==> src/rtl/gap_junction_stimulus.sv <==
// gap_junction_stimulus: AXI4-Stream source for the GapJunction HLS core.
// After a start-up delay it sends Num_Frames frames of Words_Per_Frame
// 32-bit words. TLAST marks the last word of each frame, and Gap_Cycles idle
// cycles separate the frames. Done stays high once every frame is sent.
// Optional build macro PRBS_DATA_EN: when defined, TDATA comes from a 32-bit
// Galois LFSR instead of the {frame,word} counter pattern.
module gap_junction_stimulus #(
  parameter logic [19:0] Start_Delay_Value = 20'd20000,
  parameter logic [15:0] Words_Per_Frame   = 16'd8,
  parameter logic [15:0] Num_Frames        = 16'd4,
  parameter logic [7:0]  Gap_Cycles        = 8'd2
) (
  input  logic        clk,
  input  logic        reset,
  output logic        input_r_TVALID_0,
  input  logic        input_r_TREADY_0,
  output logic [31:0] input_r_TDATA_0,
  output logic        input_r_TLAST_0,
  output logic [15:0] Frame_Counter,
  output logic        Done
);

  typedef enum logic [1:0] {
    ST_WAIT = 2'd0,
    ST_SEND = 2'd1,
    ST_GAP  = 2'd2,
    ST_DONE = 2'd3
  } state_t;

  state_t      r_state;
  state_t      w_state_next;
  logic [19:0] r_delay_cnt;
  logic [19:0] w_delay_next;
  logic [7:0]  r_gap_cnt;
  logic [7:0]  w_gap_next;
  logic [15:0] r_word_idx;
  logic [15:0] w_word_next;
  logic [15:0] r_frame_cnt;
  logic [15:0] w_frame_next;
  logic        r_tvalid;
  logic        r_tlast;
  logic        r_done;
  logic [31:0] r_tdata;
  logic        w_beat;
  logic        w_last_word;

  assign w_beat      = r_tvalid & input_r_TREADY_0;
  assign w_last_word = (r_word_idx == (Words_Per_Frame - 16'd1));

`ifdef PRBS_DATA_EN
  logic [31:0] r_lfsr;
  logic [31:0] w_lfsr_next;

  // One right-shift step of the Galois LFSR for x^32+x^22+x^2+x+1.
  function automatic logic [31:0] lfsr_step(input logic [31:0] s);
    logic [31:0] n;
    n = {1'b0, s[31:1]};
    if (s[0]) begin
      n = n ^ 32'h8020_0003;
    end else begin
      n = n;
    end
    return n;
  endfunction

  // Advance the LFSR only on a beat, so the word holds still under backpressure.
  always_comb begin
    w_lfsr_next = r_lfsr;
    if (w_beat) begin
      w_lfsr_next = lfsr_step(r_lfsr);
    end else begin
      w_lfsr_next = r_lfsr;
    end
  end

  // LFSR state register, seeded at reset.
  always_ff @(posedge clk or negedge reset) begin
    if (!reset) begin
      r_lfsr <= 32'hACE1_0001;
    end else begin
      r_lfsr <= w_lfsr_next;
    end
  end
`endif

  // Next-state and counter update logic.
  always_comb begin
    w_state_next = r_state;
    w_delay_next = r_delay_cnt;
    w_gap_next   = r_gap_cnt;
    w_word_next  = r_word_idx;
    w_frame_next = r_frame_cnt;
    case (r_state)
      ST_WAIT: begin
        w_delay_next = r_delay_cnt + 20'd1;
        if ((Start_Delay_Value == 20'd0) ||
            (r_delay_cnt == (Start_Delay_Value - 20'd1))) begin
          w_state_next = ST_SEND;
        end else begin
          w_state_next = ST_WAIT;
        end
      end
      ST_SEND: begin
        if (w_beat) begin
          if (w_last_word) begin
            w_word_next  = 16'd0;
            w_frame_next = r_frame_cnt + 16'd1;
            if ((r_frame_cnt + 16'd1) == Num_Frames) begin
              w_state_next = ST_DONE;
            end else if (Gap_Cycles != 8'd0) begin
              w_state_next = ST_GAP;
              w_gap_next   = 8'd0;
            end else begin
              w_state_next = ST_SEND;
            end
          end else begin
            w_word_next = r_word_idx + 16'd1;
          end
        end else begin
          w_state_next = ST_SEND;
        end
      end
      ST_GAP: begin
        if (r_gap_cnt == (Gap_Cycles - 8'd1)) begin
          w_state_next = ST_SEND;
        end else begin
          w_gap_next = r_gap_cnt + 8'd1;
        end
      end
      ST_DONE: begin
        w_state_next = ST_DONE;
      end
      default: begin
        w_state_next = ST_WAIT;
      end
    endcase
  end

  // State, counters and registered stream outputs.
  always_ff @(posedge clk or negedge reset) begin
    if (!reset) begin
      r_state     <= ST_WAIT;
      r_delay_cnt <= 20'd0;
      r_gap_cnt   <= 8'd0;
      r_word_idx  <= 16'd0;
      r_frame_cnt <= 16'd0;
      r_tvalid    <= 1'b0;
      r_tlast     <= 1'b0;
      r_done      <= 1'b0;
      r_tdata     <= 32'd0;
    end else begin
      r_state     <= w_state_next;
      r_delay_cnt <= w_delay_next;
      r_gap_cnt   <= w_gap_next;
      r_word_idx  <= w_word_next;
      r_frame_cnt <= w_frame_next;
      r_tvalid    <= (w_state_next == ST_SEND);
      r_tlast     <= (w_state_next == ST_SEND) &&
                     (w_word_next == (Words_Per_Frame - 16'd1));
      r_done      <= (w_state_next == ST_DONE);
`ifdef PRBS_DATA_EN
      r_tdata     <= w_lfsr_next;
`else
      r_tdata     <= {w_frame_next, w_word_next};
`endif
    end
  end

  assign input_r_TVALID_0 = r_tvalid;
  assign input_r_TLAST_0  = r_tlast;
  assign input_r_TDATA_0  = r_tdata;
  assign Frame_Counter    = r_frame_cnt;
  assign Done             = r_done;

endmodule
==> config.mk <==
export PLATFORM = sky130hd
export DESIGN_NAME = gap_junction_stimulus
export DESIGN_NICKNAME = d
export VERILOG_FILES = /design/src/rtl/gap_junction_stimulus.sv
export SDC_FILE = /design/constraint.sdc
export NUM_CORES = 1
export LEC_CHECK = 0
export CORE_UTILIZATION = 59
export DETAILED_ROUTE_END_ITERATION = 8
export PLACE_DENSITY_LB_ADDON = 0.3
export SLEW_MARGIN = 10
export SYNTH_ARGS = -nofsm -noshare
export SYNTH_HDL_FRONTEND = slang
export SYNTH_SLANG_ARGS = --single-unit
==> constraint.sdc <==
create_clock -name clk -period 4.31 [get_ports clk]
set_clock_uncertainty 0.15 [all_clocks]
set_input_delay 0.862 -clock clk [delete_from_list [all_inputs] [get_ports clk]]
set_output_delay 0.862 -clock clk [all_outputs]
set_load 0.05 [all_outputs]
## Word-level counts from Yosys, hierarchy flattened

Index checks and enable logic that the tools add are counted.

| word-level totals | value |
|---|---|
| register bits | 97 |
| input bits | 3 |
| output and inout bits | 51 |
| logic and storage cells | 49 |

| cells by class | value |
|---|---|
| $add $sub $neg | 4 |
| equality and inequality tests | 14 |
| multiplexer cells | 17 |
| bitwise gates (word level) | 1 |
| reduce and logical (&&, ||, !) cells | 4 |

Operator list:

| cell | count |
|---|---|
| $mux W16 | 6 |
| $eq A16 B3 Y1 const B | 3 |
| $add A16 B1 Y16 const B | 2 |
| $mux W8 | 4 |
| $add A20 B1 Y20 const B | 1 |
| $eq A20 B15 Y1 const B | 1 |
| $pmux W8 S2 | 1 |
| $add A8 B1 Y8 const B | 1 |
| $eq A8 B1 Y1 const B | 1 |
| $ne A2 B2 Y1 const B | 4 |
| $pmux W2 S4 | 1 |
| $eq A2 B2 Y1 const B | 3 |
| $mux W2 | 3 |
| $reduce_and A5 Y1 | 1 |
| $eq A2 B1 Y1 const B | 2 |
| $logic_not A2 Y1 | 1 |
| $mux W1 | 2 |
| $reduce_bool A2 Y1 | 1 |
| $and A1 B1 Y1 | 1 |
| $logic_and A1 B1 Y1 | 1 |

## Depth between registers and ports, before layout

Gate-level depths: netlist (run 1).

| logic depth | value |
|---|---|
| depth after elaboration | 8 |
| gate-level depth with buffers | 8 |
| mapped depth without buffers | 8 |

## Worst setup path after synthesis (run 1)

Ideal clock, no wire load.

| path | value |
|---|---|
| path type | input-to-reg |
| start point | in input_r_TREADY_0 |
| end point | reg r_tlast (netlist: input_r_TLAST_0) |
| library setup time | 0.096 ns |
| arrival time | 2.553 ns |
| data required time | 4.064 ns |
| path slack | 1.512 ns |
| stages on the path | 6 |
| buffers on the path | 0 |
| path through | nand4_2 > nor4_2 > nand2_1 > xnor2_1 > or4b_1 > nor4_2 |

| between the ends | value |
|---|---|
| word-level cells in the longest chain between the ends | 5 |
| elaborated cells between the ends (all ways) | 8 |
| classes of those cells | eq/ne: 2; mux: 4; bitwise: 1; reduce/logical: 1 |

RTL lines:

| element | line | RTL |
|---|---|---|
| from (decl) | 16 | `input logic input_r_TREADY_0,` |
| $and A1 B1 Y1 | 47 | `assign w_beat = r_tvalid & input_r_TREADY_0;` |
| $mux W16 | 104 | `if (w_beat) begin` |
| $mux W16 | 93 | `case (r_state)` |
| via w_word_next[13] | 37 | `logic [15:0] w_word_next;` |
| $eq A16 B3 Y1 | 159 | `(w_word_next == (Words_Per_Frame - 16'd1));` |
| $logic_and A1 B1 Y1 | 158 | `r_tlast <= (w_state_next == ST_SEND) &&` |
| to (signal assigned) | 158 |  |
| to (decl) | 41 | `logic r_tlast;` |

The timed path passes the listed nets, and every way through them passes these cells.
A chain may end at the register's enable or synchronous reset.

## Worst setup path in the final report (run 1)

Same ends and word-level chain as after synthesis.

==> impl_metrics.csv, run 1 <==
group,metric,value,unit
synthesis,synth_edf_count,0,
global_routing,overflow,0,
synthesis,synthMuxAreaShare,0.905,%
synthesis,yosysUniqueCellTypes,58,
clock_network,ctsRootBufferMaster,"clkbuf_8",
global_routing,grt_max_degree,40,
synthesis,ys_ff_latch,65,
synthesis,ys.flop_type,"dfrtp_1",
sta,max_slew_margin,42.2,%
routing,wl,7230,um
pwr,ir_drop,0.170,mV
global_routing,grt_usage,25.5,%
setup_path,worstSetupStartpoint,"input_r_TREADY_0",
placement,gp_congestion,0.895,
synthesis,synth.avg_cell_area,10.2,um2
sta,finalSetupViolCount,0,
sta,rsz0062_at_grt,"no",
routing,via_per_inst,5.75,
synthesis,yosysWarnings,0,
cells_and_area,utilization,71.6,%
floorplan,num_rows,28,
routing,wire_per_inst,15.3,um
setup_path,cp.required,4.40,ns
cells_and_area,num_antenna_cells,0,
clock_network,cts_tree,"built",
clock_network,h-tree-depth,3,
status,status,"completed",
pwr,p_leak,0.00174,uW
setup_path,cp-start-kind,"input pin",
clock_network,clkLatencyLatePin,0.34,ns
synthesis,yosysSeqAreaShare,45.3,%
synthesis,synth_fp_nets,363,
synthesis,synthSimpleGateAreaFrac,27.6,%
sta,fin_crit_sh,78.7,%
routing,route.vias.total,2718,
setup_path,r2r_start,"input_r_TDATA_0[3]$_DFF_PN0_",
synthesis,async_flop_share,100,%
global_routing,antenna_found_initial,0,
synthesis,syn_area,3590,um2
floorplan,die_area,6410,um2
setup_path,cp_max_fo,8,
synthesis,synth_area_leaders,"dfrtp_1 45%, xnor2_1 9.7%, nand2_1 4.4%",
pwr,power,1090,uW
cells_and_area,area_growth,17.2,%
clock_network,numCtsBuffers,9,
cells_and_area,nets,405,
floorplan,die_x,80.0,um
synthesis,synthCells,354,
clock_network,path_clk_slew,0.06,ns
synthesis,synth_top_family_by_area,"simple AND/OR/NAND/NOR gates",
setup_path,crit_type,"in -> reg",
synthesis,yosysTopAreaCell,"dfrtp_1",
setup_path,endpoint_kind,"register",
pwr,p_per_area,260,nW/um2
sta,finalHoldViolations,0,
clock_network,cts_setup_buffers,0,
sta,fmax,295,MHz
cells_and_area,drive_gt1_share,8.54,%
sta,slew_viol_final,0,
cells_and_area,mostFrequentLayoutCell,"dfrtp_1",
placement,hpwlAfterDp,5100,um
hold_path,min_from,"r_delay_cnt[19]$_DFFE_PN0N_",
routing,drt_iter0_markers,268,
floorplan,die_y,80.0,um
routing,drtPass1Iterations,7,
sta,finalCriticalPeriod,3.39,ns
clock_network,cts-resized-gates,0,
synthesis,synth_compound_area_share,4.74,%
synthesis,synth_xor_area_share,13.6,%
clock_network,ctsHoldBuffers,0,
sta,tns,0,ns
synthesis,synth_top_area_share,45.3,%
flow_run,maxCapViolations,0,
routing,antenna_violating_nets_post_route,0,
floorplan,core,5890,um2
global_routing,grt_pass1_wl,12300,um
clock_network,cts_sinks,65,
clock_network,clockBufferDepth,2,
floorplan,pin_count,54,
synthesis,synth_fa_ha_area_share,2.09,%
cells_and_area,fillCellCount,435,
setup_path,worst_ep_arrival_time,3.48,ns
routing,drc_errors,0,
floorplan,start_util,61.1,%
global_routing,grt_pass1_vias,2619,
placement,portBuffers,53,
sta,worst_pin_slew,0.868,ns
cells_and_area,layout_common_cells,"65 x dfrtp_1, 52 x clkdlybuf4s50_1, 42 x nand2_1",
hold_path,min-delay-path-class,"reg -> reg",
## routing by layer
metal / vias to the layer above / global-route usage [%] / routed length (um)
met5: - / 0 / 0
met4: 0 / 10.7 / 118
met3: 14 / 7.20 / 371
met2: 93 / 39.2 / 3450
met1: 1292 / 33.8 / 3290
li1: 1319 / - / -
## state kept, by name (all words and copies together), names as in the netlist
register          flops
input_r_TVALID_0      1
r_gap_cnt             8
Frame_Counter         1
r_delay_cnt          20
input_r_TDATA_0      31
r_state               2
Done                  1
input_r_TLAST_0       1
## per-stage QoR
step	cells	setup WS, ns	cell area [um2]	hold WS [ns]
finish	473	0.918	4210	0.323
global route	473	0.837	4210	0.338
CTS	473	0.955	4210	0.326
detailed placement	460	0.706	4050	0.314
global placement	460	0.789	4050	0.309
floorplan	354	1.51	3590	0.293
## layout make-up
cell class,instances,area [um2],share of cell area (%)
Timing Repair Buffer,55,541,12.8
Inverter,7,26.3,0.624
Multi-Input combinational cell,258,1760,41.8
Sequential cell,65,1630,38.6
Tap cell,75,93.8,2.23
Clock buffer,12,135,3.21
Clock inverter,1,30.0,0.713
## cell usage after synthesis, types with 2 or more instances
cell type	instances
nand3_1	21
and3_1	4
inv_1	7
or3_1	2
o21ai_0	3
nand3b_1	2
nand4_1	19
nor4_1	8
and2_1	2
dfrtp_1	65
nor2_1	24
xnor2_1	40
nand2b_1	3
and4_1	5
nand2_1	42
xor2_1	14
buf_6	4
buf_4	16
o31ai_1	3
nor2_2	3
mux2_2	2
a31oi_1	3
nor3_1	11
nor4_2	4
ha_1	6
clkbuf_1	3
o21ai_1	5
nor4b_1	3
## cells by family after synthesis
logic type	after synthesis
AND/OR/NAND/NOR	171
flip-flops	65
XOR/XNOR	55
buffers and inverters	31
AO/OA/AOI/OAI	23
adder cells (fa/ha/maj)	6
multiplexers	3
## critical path, cell delays in order
cell	delay (ns)
clkdlybuf4s50_1	0.59
nand4_2	0.27
nor4_2	0.56
nand2_1	0.15
xnor2_1	0.18
or4b_1	0.57
nor4_2	0.28
## power by group
group	switching, uW	leakage, uW	internal [uW]
registers	0	0.000846	610
logic	12.5	0.000811	2.40
clock network	210	0.0000824	258
## worst paths after layout
| kind | endpoint | slack, ns | cells after the start |
|---|---|---|---|
| worst max register to register | input_r_TLAST_0$_DFF_PN0_ | 1.52 | 6 |
| worst max-delay path | input_r_TLAST_0$_DFF_PN0_ | 0.92 | 7 |
| min in group asynchronous | input_r_TDATA_0[8]$_DFF_PN0_ | 0.48 | 1 |
| max in group asynchronous | r_delay_cnt[10]$_DFFE_PN0N_ | 2.78 | 2 |
| worst min register to register | r_delay_cnt[19]$_DFFE_PN0N_ | 0.32 | 1 |
| worst min-delay path | r_delay_cnt[19]$_DFFE_PN0N_ | 0.32 | 1 |
No activity file was read; power rests on OpenSTA's default activity.
==> inputs of run 2 (changes only) <==
--- a/config.mk
+++ b/config.mk
@@ -5,7 +5,7 @@
 export SDC_FILE = /design/constraint.sdc
 export NUM_CORES = 1
 export LEC_CHECK = 0
-export CORE_UTILIZATION = 59
+export CORE_UTILIZATION = 49
 export DETAILED_ROUTE_END_ITERATION = 8
 export PLACE_DENSITY_LB_ADDON = 0.3
 export SLEW_MARGIN = 10
==> constraint.sdc (replaced) <==
create_clock -name clk -period 2.9 [get_ports clk]
set_clock_uncertainty 0.15 [all_clocks]
set_input_delay 0.58 -clock clk [delete_from_list [all_inputs] [get_ports clk]]
set_output_delay 0.58 -clock clk [all_outputs]
set_load 0.05 [all_outputs]
==> impl_metrics.csv, run 2 (synthesis gave the netlist of run 1 again) <==
group,metric,value,unit
floorplan,pin_count,54,
sta,finalSetupViolCount,0,
status,status,"completed",
floorplan,die_x,87.6,um
clock_network,clockBufferDepth,2,
clock_network,numCtsBuffers,9,
sta,finalCriticalPeriod,2.63,ns
sta,worst_pin_slew,0.613,ns
flow_run,maxCapViolations,0,
floorplan,die_y,87.6,um
global_routing,grt_pass1_wl,12300,um
clock_network,cts_sinks,65,
routing,drc_errors,0,
cells_and_area,layout_common_cells,"65 x dfrtp_1, 52 x clkdlybuf4s50_1, 42 x nand2_1",
cells_and_area,largest_reg_flops,31,
clock_network,cts_setup_buffers,0,
global_routing,grt_pass1_vias,2605,
floorplan,core,6940,um2
clock_network,ctsRootBufferMaster,"clkbuf_8",
setup_path,endpoint,"input_r_TLAST_0$_DFF_PN0_",
sta,fmax,380,MHz
setup_path,reg2reg_depth,6,
setup_path,max_stage_delay,0.54,ns
sta,max_slew_margin,59.1,%
setup_path,worst_ep_arrival_time,2.75,ns
pwr,p_per_area,419,nW/um2
setup_path,r2r_setup_slack,0.40,ns
setup_path,endpoint_kind,"register",
routing,wire_per_inst,14.3,um
cells_and_area,nets,410,
setup_path,r2r_end,"input_r_TLAST_0$_DFF_PN0_",
clock_network,path_clk_slew,0.08,ns
global_routing,grt_max_degree,41,
clock_network,ctsHoldBuffers,0,
setup_path,cp_cell_sequence,"clkdlybuf4s50_1 > nand4_2 > nor4_2 > nand2_1 > xnor2_1 > or4b_1 > nor4_2",
routing,drtPass1Iterations,6,
placement,gp_congestion,0.877,
placement,dpl_worst_slack,-0.0240,ns
clock_network,cts-resized-gates,0,
setup_path,path_depth,7,
placement,portBuffers,53,
sta,rsz0062_at_grt,"no",
pwr,ir_drop,0.225,mV
cells_and_area,area_growth,21.1,%
placement,hpwlAfterDp,5050,um
global_routing,grt_usage,21.0,%
floorplan,num_rows,30,
hold_path,min-delay-path-class,"in -> async",
clock_network,clkLatencyLatePin,0.36,ns
setup_path,crit_family,"simple AND/OR/NAND/NOR gates",
routing,via_per_inst,5.51,
setup_path,crit_path_top_delay_cell,"or4b_1",
cells_and_area,num_antenna_cells,0,
floorplan,die_area,7680,um2
cells_and_area,drive_gt1_share,11.1,%
sta,slew_viol_final,0,
pwr,p_leak,0.00180,uW
pwr,power,1820,uW
sta,fin_crit_sh,90.8,%
setup_path,crit_top_cell,"nor4_2",
setup_path,r2r_start,"input_r_TDATA_0[2]$_DFF_PN0_",
setup_path,worstSetupStartpoint,"input_r_TREADY_0",
sta,postLayoutSetupSlackWorst,0.268,ns
clock_network,h-tree-depth,3,
setup_path,cp-start-kind,"input pin",
setup_path,crit_type,"in -> reg",
global_routing,antenna_found_initial,0,
routing,antenna_violating_nets_post_route,0,
routing,wl,7200,um
setup_path,path_buf_inv,1,
floorplan,start_util,51.7,%
routing,route.vias.total,2765,
global_routing,overflow,0,
clock_network,cts_tree,"built",
setup_path,cp.required,3.02,ns
cells_and_area,mostFrequentLayoutCell,"dfrtp_1",
routing,drt_iter0_markers,189,
setup_path,cp_max_fo,3,
sta,finalHoldViolations,0,
==> run 2: cell count changes in the layout (fill, tap and decap cells not counted), sizes merged <==
cell,previous run,this run
clkinvlp,0,1
bufinv,1,2
clkinv,0,2
buf,3,8
clkbuf,12,11
==> run 2: how the worst min path moves through the flow <==
stage	from	to	slack, ns
final	reset	input_r_TDATA_0[8]$_DFF_PN0_	0.07
after global routing	reset	input_r_TDATA_0[8]$_DFF_PN0_	0.12
after CTS	reset	input_r_TDATA_0[8]$_DFF_PN0_	0.09
after detailed placement	r_delay_cnt[19]$_DFFE_PN0N_	r_delay_cnt[19]$_DFFE_PN0N_	0.31
after global placement	r_delay_cnt[19]$_DFFE_PN0N_	r_delay_cnt[19]$_DFFE_PN0N_	0.31
after floorplan	reset	Done$_DFF_PN0_	0.13
==> run 2: report_power, final <==
part	leakage (uW)	total (uW)	switching [uW]	internal (uW)
Clock	0.000115	893	365	528
Combinational	0.000840	24.1	18.7	5.37
Sequential	0.000846	906	0	906
==> run 2: final cells by class <==
type / count / area (um2)
Fill cell: 568 / 2590
Timing Repair Buffer: 60 / 591
Sequential cell: 65 / 1630
Clock buffer: 11 / 151
Tap cell: 96 / 120
Clock inverter: 5 / 77.6
Multi-Input combinational cell: 258 / 1760
Inverter: 7 / 26.3
==> run 2: layer usage <==
metal  global-route usage [%]  up-vias  part of all wire (%)
li1                         -     1324                     -
met5                        0        -                     0
met2                     32.5       78                    46
met1                     27.6     1347                    47
met4                     9.84        0                   2.1
met3                     5.66       16                   5.0
==> run 2: per-stage QoR <==
stage | cell area [um2] | setup TNS, ns | cells | utilization [%] | hold slack, ns
finish | 4350 | 0 | 502 | 62.7 | 0.0748
global route | 4350 | 0 | 502 | 62.7 | 0.118
CTS | 4350 | 0 | 502 | 62.7 | 0.0939
detailed placement | 4120 | -0.0240 | 486 | 59.4 | 0.313
global placement | 4120 | 0 | 486 | 59.4 | 0.308
floorplan | 3590 | 0 | 354 | - | 0.134
==> inputs of run 3 (changes only) <==
--- a/config.mk
+++ b/config.mk
@@ -6,6 +6,7 @@
 export NUM_CORES = 1
 export LEC_CHECK = 0
 export CORE_UTILIZATION = 49
+export CTS_CLUSTER_SIZE = 40
 export DETAILED_ROUTE_END_ITERATION = 8
 export PLACE_DENSITY_LB_ADDON = 0.3
 export SLEW_MARGIN = 10
==> results of run 3 <==
No change in the layout: final DEF, timing and power equal those of run 2.
